$ cat src/rtl/pong_pkg.sv
// Shared pong definitions: game states and playfield geometry.
// Used by the game controller and the pixel generator.
package pong_pkg;

  typedef enum logic [1:0] {
    ST_IDLE  = 2'd0,
    ST_SERVE = 2'd1,
    ST_PLAY  = 2'd2,
    ST_MISS  = 2'd3
  } game_state_e;

  localparam logic [9:0] H_MAX     = 10'd640;
  localparam logic [9:0] V_MAX     = 10'd480;
  localparam logic [9:0] WALL_X_R  = 10'd35;
  localparam logic [9:0] PAD_X_L   = 10'd600;
  localparam logic [9:0] PAD_X_R   = 10'd603;
  localparam logic [9:0] PAD_H     = 10'd72;
  localparam logic [9:0] PAD_V     = 10'd4;
  localparam logic [9:0] BALL_SIZE = 10'd8;
  localparam logic [9:0] BALL_V    = 10'd2;

  localparam int unsigned SERVE_FRAMES = 60;
  localparam logic [1:0]  LIVES        = 2'd3;

  localparam logic [9:0] PAD_Y_MAX   = V_MAX - PAD_H;
  localparam logic [9:0] PAD_Y_INIT  = (V_MAX - PAD_H) / 10'd2;
  localparam logic [9:0] BALL_X_INIT = (H_MAX - BALL_SIZE) / 10'd2;
  localparam logic [9:0] BALL_Y_INIT = (V_MAX - BALL_SIZE) / 10'd2;

  // Widen to 11 bits so sums used in compares never wrap.
  function automatic logic [10:0] ext11(input logic [9:0] v);
    return {1'b0, v};
  endfunction

endpackage

$ cat src/rtl/pong_game_ctrl_if.sv
// Control inputs and game-state outputs of the pong controller.
interface pong_game_ctrl_if;
  logic       enable;
  logic       up;
  logic       down;
  logic       frame_tick;
  logic [9:0] pad_y_t;
  logic [9:0] ball_x;
  logic [9:0] ball_y;
  logic       ball_on;
  logic       miss;
  logic [7:0] score;
  logic [1:0] lives;
  logic [1:0] game_state;

  modport master (
    output enable, up, down, frame_tick,
    input  pad_y_t, ball_x, ball_y, ball_on, miss, score, lives, game_state
  );

  modport slave (
    input  enable, up, down, frame_tick,
    output pad_y_t, ball_x, ball_y, ball_on, miss, score, lives, game_state
  );
endinterface

$ cat src/rtl/pong_ball_mover.sv
// Combinational ball collision detect and next position/direction.
// dir_x/dir_y: 1 = moving +x/+y, 0 = moving -x/-y.
module pong_ball_mover
  import pong_pkg::*;
(
  input  logic [9:0] ball_x,
  input  logic [9:0] ball_y,
  input  logic [9:0] pad_y_t,
  input  logic       dir_x,
  input  logic       dir_y,
  output logic       hit,
  output logic       missed,
  output logic [9:0] next_x,
  output logic [9:0] next_y,
  output logic       next_dir_x,
  output logic       next_dir_y
);

  logic [10:0] bx, by, py, bx_r, by_b;
  logic        at_top, at_bottom, at_wall, pad_x_ok, pad_y_ok;

  assign bx   = ext11(ball_x);
  assign by   = ext11(ball_y);
  assign py   = ext11(pad_y_t);
  assign bx_r = bx + ext11(BALL_SIZE) - 11'd1;
  assign by_b = by + ext11(BALL_SIZE) - 11'd1;

  assign at_top    = by <= ext11(BALL_V);
  assign at_bottom = by + ext11(BALL_SIZE) >= ext11(V_MAX - BALL_V);
  assign at_wall   = bx <= ext11(WALL_X_R);
  assign pad_x_ok  = (bx_r >= ext11(PAD_X_L)) && (bx_r <= ext11(PAD_X_R));
  assign pad_y_ok  = (by_b >= py) && (by <= py + ext11(PAD_H) - 11'd1);

  assign hit    = dir_x && pad_x_ok && pad_y_ok;
  assign missed = bx >= ext11(H_MAX - BALL_SIZE - BALL_V);

  always_comb begin
    next_dir_y = dir_y;
    if (at_top)
      next_dir_y = 1'b1;
    else if (at_bottom)
      next_dir_y = 1'b0;

    next_dir_x = dir_x;
    if (at_wall)
      next_dir_x = 1'b1;
    else if (hit)
      next_dir_x = 1'b0;

    next_x = next_dir_x ? ball_x + BALL_V : ball_x - BALL_V;
    next_y = next_dir_y ? ball_y + BALL_V : ball_y - BALL_V;
  end

endmodule

$ cat src/rtl/pong_game_ctrl.sv
// Frame-rate pong controller: paddle, ball sequencing, score and lives.
//   state | meaning
//   IDLE  | no game; ball hidden, waiting for up/down to start
//   SERVE | ball held at centre for SERVE_FRAMES ticks
//   PLAY  | ball moving, collisions resolved each tick
//   MISS  | ball lost; next tick serves again or ends the game
module pong_game_ctrl
  import pong_pkg::*;
(
  input  logic             clk,
  input  logic             reset,
  pong_game_ctrl_if.slave  bus
);

  localparam logic [5:0] SERVE_LAST = 6'(SERVE_FRAMES - 1);

  game_state_e state, state_d;
  logic [9:0]  pad, pad_d, pad_next, bx, bx_d, by, by_d;
  logic        dir_x, dir_x_d, dir_y, dir_y_d, miss_q, miss_d;
  logic [7:0]  score, score_d;
  logic [1:0]  lives, lives_d;
  logic [5:0]  cnt, cnt_d;
  logic        tick, hit, missed, ndx, ndy;
  logic [9:0]  nx, ny;

  assign tick = bus.frame_tick & bus.enable;

  pong_ball_mover u_mover (
    .ball_x     (bx),
    .ball_y     (by),
    .pad_y_t    (pad),
    .dir_x      (dir_x),
    .dir_y      (dir_y),
    .hit        (hit),
    .missed     (missed),
    .next_x     (nx),
    .next_y     (ny),
    .next_dir_x (ndx),
    .next_dir_y (ndy)
  );

  always_ff @(posedge clk) begin
    if (reset) begin
      state  <= ST_IDLE;
      pad    <= PAD_Y_INIT;
      bx     <= BALL_X_INIT;
      by     <= BALL_Y_INIT;
      dir_x  <= 1'b1;
      dir_y  <= 1'b1;
      miss_q <= 1'b0;
      score  <= 8'd0;
      lives  <= LIVES;
      cnt    <= 6'd0;
    end else begin
      state  <= state_d;
      pad    <= pad_d;
      bx     <= bx_d;
      by     <= by_d;
      dir_x  <= dir_x_d;
      dir_y  <= dir_y_d;
      miss_q <= miss_d;
      score  <= score_d;
      lives  <= lives_d;
      cnt    <= cnt_d;
    end
  end

  always_comb begin
    pad_next = pad;
    if (bus.up && !bus.down)
      pad_next = (pad < PAD_V) ? 10'd0 : pad - PAD_V;
    else if (bus.down && !bus.up)
      pad_next = (ext11(pad) + ext11(PAD_V) > ext11(PAD_Y_MAX)) ? PAD_Y_MAX : pad + PAD_V;
  end

  always_comb begin
    state_d = state;
    pad_d   = pad;
    bx_d    = bx;
    by_d    = by;
    dir_x_d = dir_x;
    dir_y_d = dir_y;
    miss_d  = 1'b0;
    score_d = score;
    lives_d = lives;
    cnt_d   = cnt;
    if (tick) begin
      if (state == ST_SERVE || state == ST_PLAY)
        pad_d = pad_next;
      case (state)
        ST_IDLE: begin
          if (bus.up || bus.down) begin
            state_d = ST_SERVE;
            score_d = 8'd0;
            lives_d = LIVES;
            bx_d    = BALL_X_INIT;
            by_d    = BALL_Y_INIT;
            dir_x_d = 1'b1;
            dir_y_d = 1'b1;
            cnt_d   = 6'd0;
          end
        end
        ST_SERVE: begin
          if (cnt == SERVE_LAST)
            state_d = ST_PLAY;
          else
            cnt_d = cnt + 6'd1;
        end
        ST_PLAY: begin
          // A miss freezes the ball where it left the field.
          if (missed) begin
            miss_d  = 1'b1;
            lives_d = lives - 2'd1;
            state_d = ST_MISS;
          end else begin
            bx_d    = nx;
            by_d    = ny;
            dir_x_d = ndx;
            dir_y_d = ndy;
            if (hit && score != 8'hFF)
              score_d = score + 8'd1;
          end
        end
        ST_MISS: begin
          state_d = (lives == 2'd0) ? ST_IDLE : ST_SERVE;
          bx_d    = BALL_X_INIT;
          by_d    = BALL_Y_INIT;
          dir_x_d = 1'b1;
          dir_y_d = 1'b1;
          cnt_d   = 6'd0;
        end
        default: state_d = ST_IDLE;
      endcase
    end
  end

  always_comb begin
    bus.game_state = state;
    bus.ball_on    = (state == ST_SERVE) || (state == ST_PLAY);
    bus.pad_y_t    = pad;
    bus.ball_x     = bx;
    bus.ball_y     = by;
    bus.miss       = miss_q;
    bus.score      = score;
    bus.lives      = lives;
  end

endmodule

$ cat src/flat_wrapper.sv
// flat-port wrapper written by rule: the top's interface ports become plain ports
module pong_game_ctrl_flat import pong_pkg::*;
  (clk, reset, bus_enable, bus_up, bus_down, bus_frame_tick, bus_pad_y_t, bus_ball_x, bus_ball_y, bus_ball_on, bus_miss, bus_score, bus_lives, bus_game_state);
  pong_game_ctrl_if bus_i ();
  input  logic clk;
  input  logic reset;
  input wire logic [$bits(bus_i.enable)-1:0] bus_enable;
  input wire logic [$bits(bus_i.up)-1:0] bus_up;
  input wire logic [$bits(bus_i.down)-1:0] bus_down;
  input wire logic [$bits(bus_i.frame_tick)-1:0] bus_frame_tick;
  output wire logic [$bits(bus_i.pad_y_t)-1:0] bus_pad_y_t;
  output wire logic [$bits(bus_i.ball_x)-1:0] bus_ball_x;
  output wire logic [$bits(bus_i.ball_y)-1:0] bus_ball_y;
  output wire logic [$bits(bus_i.ball_on)-1:0] bus_ball_on;
  output wire logic [$bits(bus_i.miss)-1:0] bus_miss;
  output wire logic [$bits(bus_i.score)-1:0] bus_score;
  output wire logic [$bits(bus_i.lives)-1:0] bus_lives;
  output wire logic [$bits(bus_i.game_state)-1:0] bus_game_state;
  assign bus_i.enable = bus_enable;
  assign bus_i.up = bus_up;
  assign bus_i.down = bus_down;
  assign bus_i.frame_tick = bus_frame_tick;
  assign bus_pad_y_t = bus_i.pad_y_t;
  assign bus_ball_x = bus_i.ball_x;
  assign bus_ball_y = bus_i.ball_y;
  assign bus_ball_on = bus_i.ball_on;
  assign bus_miss = bus_i.miss;
  assign bus_score = bus_i.score;
  assign bus_lives = bus_i.lives;
  assign bus_game_state = bus_i.game_state;
  pong_game_ctrl u_core (.clk(clk), .reset(reset), .bus(bus_i));
endmodule
$ cat config.mk
export PLATFORM = sky130hd
export DESIGN_NAME = pong_game_ctrl_flat
export DESIGN_NICKNAME = d
export VERILOG_FILES = /design/src/rtl/pong_pkg.sv /design/src/rtl/pong_game_ctrl_if.sv /design/src/rtl/pong_ball_mover.sv /design/src/rtl/pong_game_ctrl.sv /design/src/flat_wrapper.sv
export SDC_FILE = /design/constraint.sdc
export NUM_CORES = 1
export LEC_CHECK = 0
export ABC_CLOCK_PERIOD_IN_PS = 8960
export BUFFER_PORTS_ARGS = -buffer_cell sky130_fd_sc_hd__buf_2
export CELL_PAD_IN_SITES_DETAIL_PLACEMENT = 0
export CELL_PAD_IN_SITES_GLOBAL_PLACEMENT = 1
export CORE_MARGIN = 2
export CORE_UTILIZATION = 47
export DETAILED_ROUTE_END_ITERATION = 12
export PLACE_DENSITY_LB_ADDON = 0.1
export SKIP_LAST_GASP = 1
export SLEW_MARGIN = 20
export SYNTH_ARGS = -nofsm -noshare
export SYNTH_HDL_FRONTEND = slang
export SYNTH_SLANG_ARGS = --single-unit
$ cat constraint.sdc
create_clock -name clk -period 8.96 [get_ports clk]
set_input_delay 0.896 -clock clk [delete_from_list [all_inputs] [get_ports clk]]
set_output_delay 0.896 -clock clk [all_outputs]
set_load 0.03 [all_outputs]
## Word-level counts from Yosys, hierarchy flattened

Index checks and enable logic that the tools add are counted.

- Register bits: 51
- Input port bits: 6
- Output and inout port bits: 44
- Word-level logic and storage cells: 111

- Add/sub/neg operators: 16
- Magnitude comparators: 10
- Eq/ne operators: 11
- Multiplexer cells: 37
- Bitwise logic cells: 3
- Reduce and logical (&&, ||, !) cells: 24

Operator list:

| operator | number |
|---|---|
| $mux 10 | 10 |
| $pmux 10 s3 | 2 |
| $sub 11x1->11 const B | 3 |
| $mux 8 | 3 |
| $add 10x4->11 const B | 2 |
| $add 10x2->10 const B | 2 |
| $sub 10x2->10 const B | 2 |
| $pmux 6 s3 | 1 |
| $pmux 8 s2 | 1 |
| $reduce_and 4->1 | 4 |
| $mux 6 | 2 |
| $add 10x3->11 const B | 1 |
| $add 10x7->11 const B | 1 |
| $ge 11x10->1 | 1 |
| $ge 11x10->1 const B | 1 |
| $ge 11x9->1 const B | 1 |
| $gt 11x9->1 const B | 1 |
| $le 10x11->1 | 1 |
| $le 11x10->1 const B | 1 |
| $add 10x3->10 const B | 1 |
| $ge 10x10->1 const B | 1 |
| $le 10x2->1 const B | 1 |
| $le 10x6->1 const B | 1 |
| $lt 10x3->1 const B | 1 |
| 26 further kinds | 56 |

## Depth between registers and ports, before layout

- Depth in word-level cells: 11
- Mapped depth: 24
- Mapped depth without buffers: 23

## Modules after synthesis

Synthesis repeated with hierarchy kept, for this count alone.

- Cell total of the unflattened synthesis: 595
- Area total of the unflattened synthesis: 4662.0 sq um

By module, submodules not included:

| module | times used | cells each | area each (sq um) | sequential area each (sq um) |
|---|---|---|---|---|
| pong_game_ctrl | 1 | 341 | 2745.1 | 980.9 |
| pong_ball_mover | 1 | 254 | 1916.8 | 0.0 |

## Worst setup path after synthesis

Ideal clock, no wire load.

- Path type: reg2reg
- Start: reg u_core.by[3], in the netlist u_core.bus.ball_y[3]
- End: reg u_core.bx[8], in the netlist u_core.bus.ball_x[8]
- Setup time: 141 ps
- Data arrival time: 4900 ps
- Data required time: 8819 ps
- Path slack: 3919 ps
- Stages on the path, launching flop included: 24
- Buffers on the path: 1
- Period minus slack after synthesis: 5041 ps
- Cells stage by stage: dfxtp_1 buf_2 inv_1 ha_1 nor4b_1 nand2_1 o2111ai_1 o41ai_1 xor2_1 ha_1 o2111ai_1 nor2_1 a211oi_1 mux2i_1 a21oi_2 inv_1 ha_1 a21o_1 a21oi_1 o21ai_0 a2111oi_0 o21ai_0 o31ai_1 o211ai_1

- Longest elaborated chain between the ends: 10
- Elaborated cells between the ends (all ways): 11
- Those cells by class: add/sub: 2; order compare: 2; mux: 5; reduce/logical: 2

Ends and longest elaborated chain:

| what | RTL line | source |
|---|---|---|
| start: declaration | pong_game_ctrl.sv:18 | `logic [9:0] pad, pad_d, pad_next, bx, bx_d, by, by_d;` |
| start signal: assignment | pong_game_ctrl.sv:58 | `by <= by_d;` |
| $add 10x4->11 | pong_ball_mover.sv:26 | `assign by_b = by + ext11(BALL_SIZE) - 11'd1;` |
| $sub 11x1->11 | pong_ball_mover.sv:26 |  |
| $ge 11x10->1 | pong_ball_mover.sv:32 | `assign pad_y_ok = (by_b >= py) && (by <= py + ext11(PAD_H) - 11'd1);` |
| $logic_and 1x1->1 * | pong_ball_mover.sv:32 |  |
| $logic_and 1x1->1 * | pong_ball_mover.sv:34 | `assign hit = dir_x && pad_x_ok && pad_y_ok;` |
| $mux 1 * | pong_ball_mover.sv:47 | `else if (hit)` |
| $mux 1 * | pong_ball_mover.sv:45 | `if (at_wall)` |
| $mux 10 * | pong_ball_mover.sv:50 | `next_x = next_dir_x ? ball_x + BALL_V : ball_x - BALL_V;` |
| $mux 10 * | pong_game_ctrl.sv:111 | `if (missed) begin` |
| $pmux 10 s3 * | pong_game_ctrl.sv:90 | `case (state)` |
| end signal: assignment | pong_game_ctrl.sv:46 | `bx <= BALL_X_INIT;` |
| end signal: assignment | pong_game_ctrl.sv:57 | `bx <= bx_d;` |
| end: declaration | pong_game_ctrl.sv:18 |  |

Mark *: on every way between the ends. The rest lies on a longest branch, timed or not. The select of a mux whose other input is x is not followed.
A chain may end at the register's enable or synchronous reset.

## Worst setup path in the final report

Ends and elaborated chain as after synthesis.

==> qor.csv <==
stage,metric,value,unit
power,p_leak,1.95,nW
logic_synthesis,netlist_area,0.00423,mm^2
hold_path,min_path_type,reg -> reg,
placed_design,routabilityCongestion,0.850,
cts,clockBufferDepth,2,
routing,viasPerCell,6.09,
global_route,grt_pass1_wl,18700,um
critical_path,crit_path_max_fanout,16,
logic_synthesis,synth.area.mux_share,2.87,%
sta,slew_violations,0,
floorplan,placementRows,34,
global_route,antenna_found_initial,0,
placed_design,place_ws,3.46,ns
logic_synthesis,ys.flop_type,dfxtp_1,
critical_path,crit_path_top_delay_cell,dfxtp_1,
sta,fin_ws,3.38,ns
cts,holdBufCountCts,0,
cts,cts_max_level,2,
outcome,status,completed,
placed_design,portBuffers,45,
logic_synthesis,synth-seq-cells,47,
global_route,grt_pass1_vias,3772,
routing,routed-via-count,4132,
cts,cts_setup_buffers,0,
sta,timing.final.crit_period,5.58,ns
sta,clock-skew-final,0.0107,ns
critical_path,path_cells,"inv_1, ha_1, nor4b_1, nand2_1, o2111ai_1, o41ai_1, xor2_1, ha_1, o2111ai_1, nor2_1, a211oi_1, mux2i_1, a21oi_2, inv_1, ha_1, a21o_1, a21oi_1, o21ai_0, a2111oi_0, o21ai_0, o31ai_1, o211ai_1",
critical_path,startpoint_type,flop,
cts,cts_tree,yes,
routing,drt-wirelength-per-cell,16.6,um
placed_design,place_area,0.00446,mm^2
critical_path,cp_common_cell,ha_1,
routing,drt_iter0_markers,136,
cts,cts.clk_slew.worst_paths,0.10,ns
routing,wl,11300,um
logic_synthesis,synthAdderAreaFrac,14.4,%
cts,clk_latency,0.31,ns
power,p_total,0.000416,W
sta,fmax,0.179,GHz
finish,postLayoutCellArea,0.00454,mm^2
critical_path,worstPathArrival,5.74,ns
routing,ant_nets,0,
floorplan,io_pins,50,
finish,finish.utilization,52.1,%
sta,setup_tns,0,ns
finish,layout-drive-gt1-share,11.9,%
logic_synthesis,syn_inst,546,
finish,mostFrequentLayoutCell,nand2_1,
cts,numCtsBuffers,5,
sta,max-slew-margin-rel,30.3,%
finish,n_antenna_cell,0,
power,p_per_area,91.6,mW/mm^2
finish,nets,624,
sta,hold_viol,0,
sta,setup_violations,0,
global_route,grt.total_usage,23.1,%
logic_synthesis,synthSimpleGateAreaFrac,22.4,%
floorplan,die-area,0.00976,mm^2
logic_synthesis,yosysSeqAreaShare,22.3,%
floorplan,die_x,98.8,um
placed_design,dp_hpwl,8150,um
cts,clock-root-buffer,clkbuf_8,
logic_synthesis,syn_avg_cell_area,7.74,um^2
cts,postCtsResizedCells,0,
run,cap_violations,0,
critical_path,cp-end-kind,flop,
routing,drc_errors,0,
critical_path,required,9.11,ns
critical_path,crit_type,reg -> reg,
finish,syn_to_final_growth,7.46,%
global_route,grt_max_degree,24,
logic_synthesis,synth_edf_count,0,
finish,layout_common_cells,"62 x nand2_1, 47 x ha_1, 47 x dfxtp_1",
cts,cts_sinks,47,
logic_synthesis,synth_warnings,0,
logic_synthesis,synth-async-reset-ratio,0,%
sta,post-route-period-util,62.3,%
logic_synthesis,synth_xor_area_share,5.80,%
critical_path,cpPeakStageDelay,0.63,ns
routing,drtPass1Iterations,5,
global_route,overflow,0,
floorplan,start_util,48.5,%
sta,worst_pin_slew,1.04,ns
floorplan,core_area,0.00872,mm^2
power,irDropWorstVdd,0.0680,mV
floorplan,die_h,98.8,um
logic_synthesis,yosysUniqueCellTypes,67,
logic_synthesis,synth_top_family_by_area,compound AO/OA/AOI/OAI gates,
logic_synthesis,synth_compound_area_share,25.3,%
sta,rsz0062_at_grt,no,
report_power, final:
part           internal [W]  total (W)  leakage (nW)  switching [W]
combinational     0.0000203  0.0000653          1.52      0.0000450
sequential         0.000211   0.000217         0.380     0.00000602
clock             0.0000538   0.000133        0.0477      0.0000794
critical path: cells and delay by family (launching register included):
family	cells	cell delay, ns
flip-flops	1	0.63
multiplexers	1	0.20
AO/OA/AOI/OAI	12	2.52
buffers and inverters	2	0.35
AND/OR/NAND/NOR	3	0.55
adder cells (fa/ha/maj)	3	0.99
XOR/XNOR	1	0.18
layout make-up:
class,count,area (um^2)
inverter,34,128
clock buffer,5,68.8
timing repair buffer,47,240
multi-input combinational,435,3010
clock inverter,3,15.0
sequential,47,941
tap,108,135
fill,885,4180
layer usage:
| layer | wire [um] | vias up | track usage, % |
|---|---|---|---|
| met5 | 0 | - | 0 |
| met4 | 150 | 0 | 6.01 |
| met3 | 479 | 11 | 4.04 |
| met2 | 5310 | 85 | 37.6 |
| met1 | 5360 | 1977 | 31.6 |
| li1 | - | 2059 | - |
sequential cells by signal, indices dropped and copies added, names as in the netlist:
| name | count |
|---|---|
| u_core.cnt | 6 |
| u_core.bus.ball_x | 9 |
| u_core.bus.ball_y | 9 |
| u_core.bus.game_state | 2 |
| u_core.bus.miss | 1 |
| u_core.bus.pad_y_t | 8 |
| u_core.dir_y | 1 |
| u_core.bus.lives | 2 |
| u_core.bus.score | 8 |
| u_core.dir_x | 1 |
path summary, 6_finish.rpt:
path / from / to / slack [ns] / cells after the start
min reg2reg: u_core.bus.score[7] / u_core.bus.score[7] / 0.50 / 2
max: u_core.bus.ball_y[3] / u_core.bus.ball_x[8] / 3.38 / 22
min: u_core.bus.score[7] / u_core.bus.score[7] / 0.50 / 2
max reg2reg: u_core.bus.ball_y[3] / u_core.bus.ball_x[8] / 3.38 / 22
synth_stat cells, types with 3 or more instances:
master / instances / area share [%]
inv_1: 34 / 3.0
o221ai_1: 3 / 0.62
a221oi_1: 4 / 0.83
a22oi_1: 4 / 0.71
nor2b_1: 7 / 1.0
ha_1: 47 / 14
nor3_1: 17 / 2.0
buf_4: 7 / 1.2
and3_1: 9 / 1.3
a311oi_1: 3 / 0.62
buf_2: 3 / 0.36
or3_1: 6 / 0.89
a2111o_1: 7 / 1.9
nand3_1: 26 / 3.1
nand4_1: 4 / 0.59
o311a_1: 3 / 0.71
a21oi_1: 28 / 3.3
o211ai_1: 4 / 0.71
o2111ai_1: 7 / 1.5
a31oi_1: 4 / 0.59
nor2_1: 34 / 3.0
dfxtp_1: 47 / 22
nor4b_1: 3 / 0.62
o22ai_1: 3 / 0.44
xor2_1: 9 / 1.9
o21ai_1: 3 / 0.36
o311ai_0: 3 / 0.62
mux2i_1: 11 / 2.6
and4_1: 3 / 0.62
nand2_1: 62 / 5.5
xnor2_1: 19 / 3.9
o31ai_1: 5 / 0.89
nor4_1: 4 / 0.59
o41ai_1: 3 / 0.62
a21o_1: 7 / 1.2
or4_1: 3 / 0.53
clkbuf_1: 21 / 1.9
o21ai_0: 32 / 3.8
a211oi_1: 12 / 2.1
through the flow:
stage | hold slack (ns) | cells
after global routing | 0.540 | 679
final | 0.496 | 679
after CTS | 0.503 | 679
after detailed placement | 0.488 | 671
after floorplan | 0.479 | 549
after global placement | 0.473 | 671
cells by family (layout without fill, tap and decap cells):
group	Yosys count	after routing
AO/OA/AOI/OAI	152	152
XOR/XNOR	28	28
adder cells (fa/ha/maj)	48	48
buffers and inverters	67	89
flip-flops	47	47
multiplexers	12	12
other	1	4
AND/OR/NAND/NOR	191	191
(Power assumes the default switching activity.)
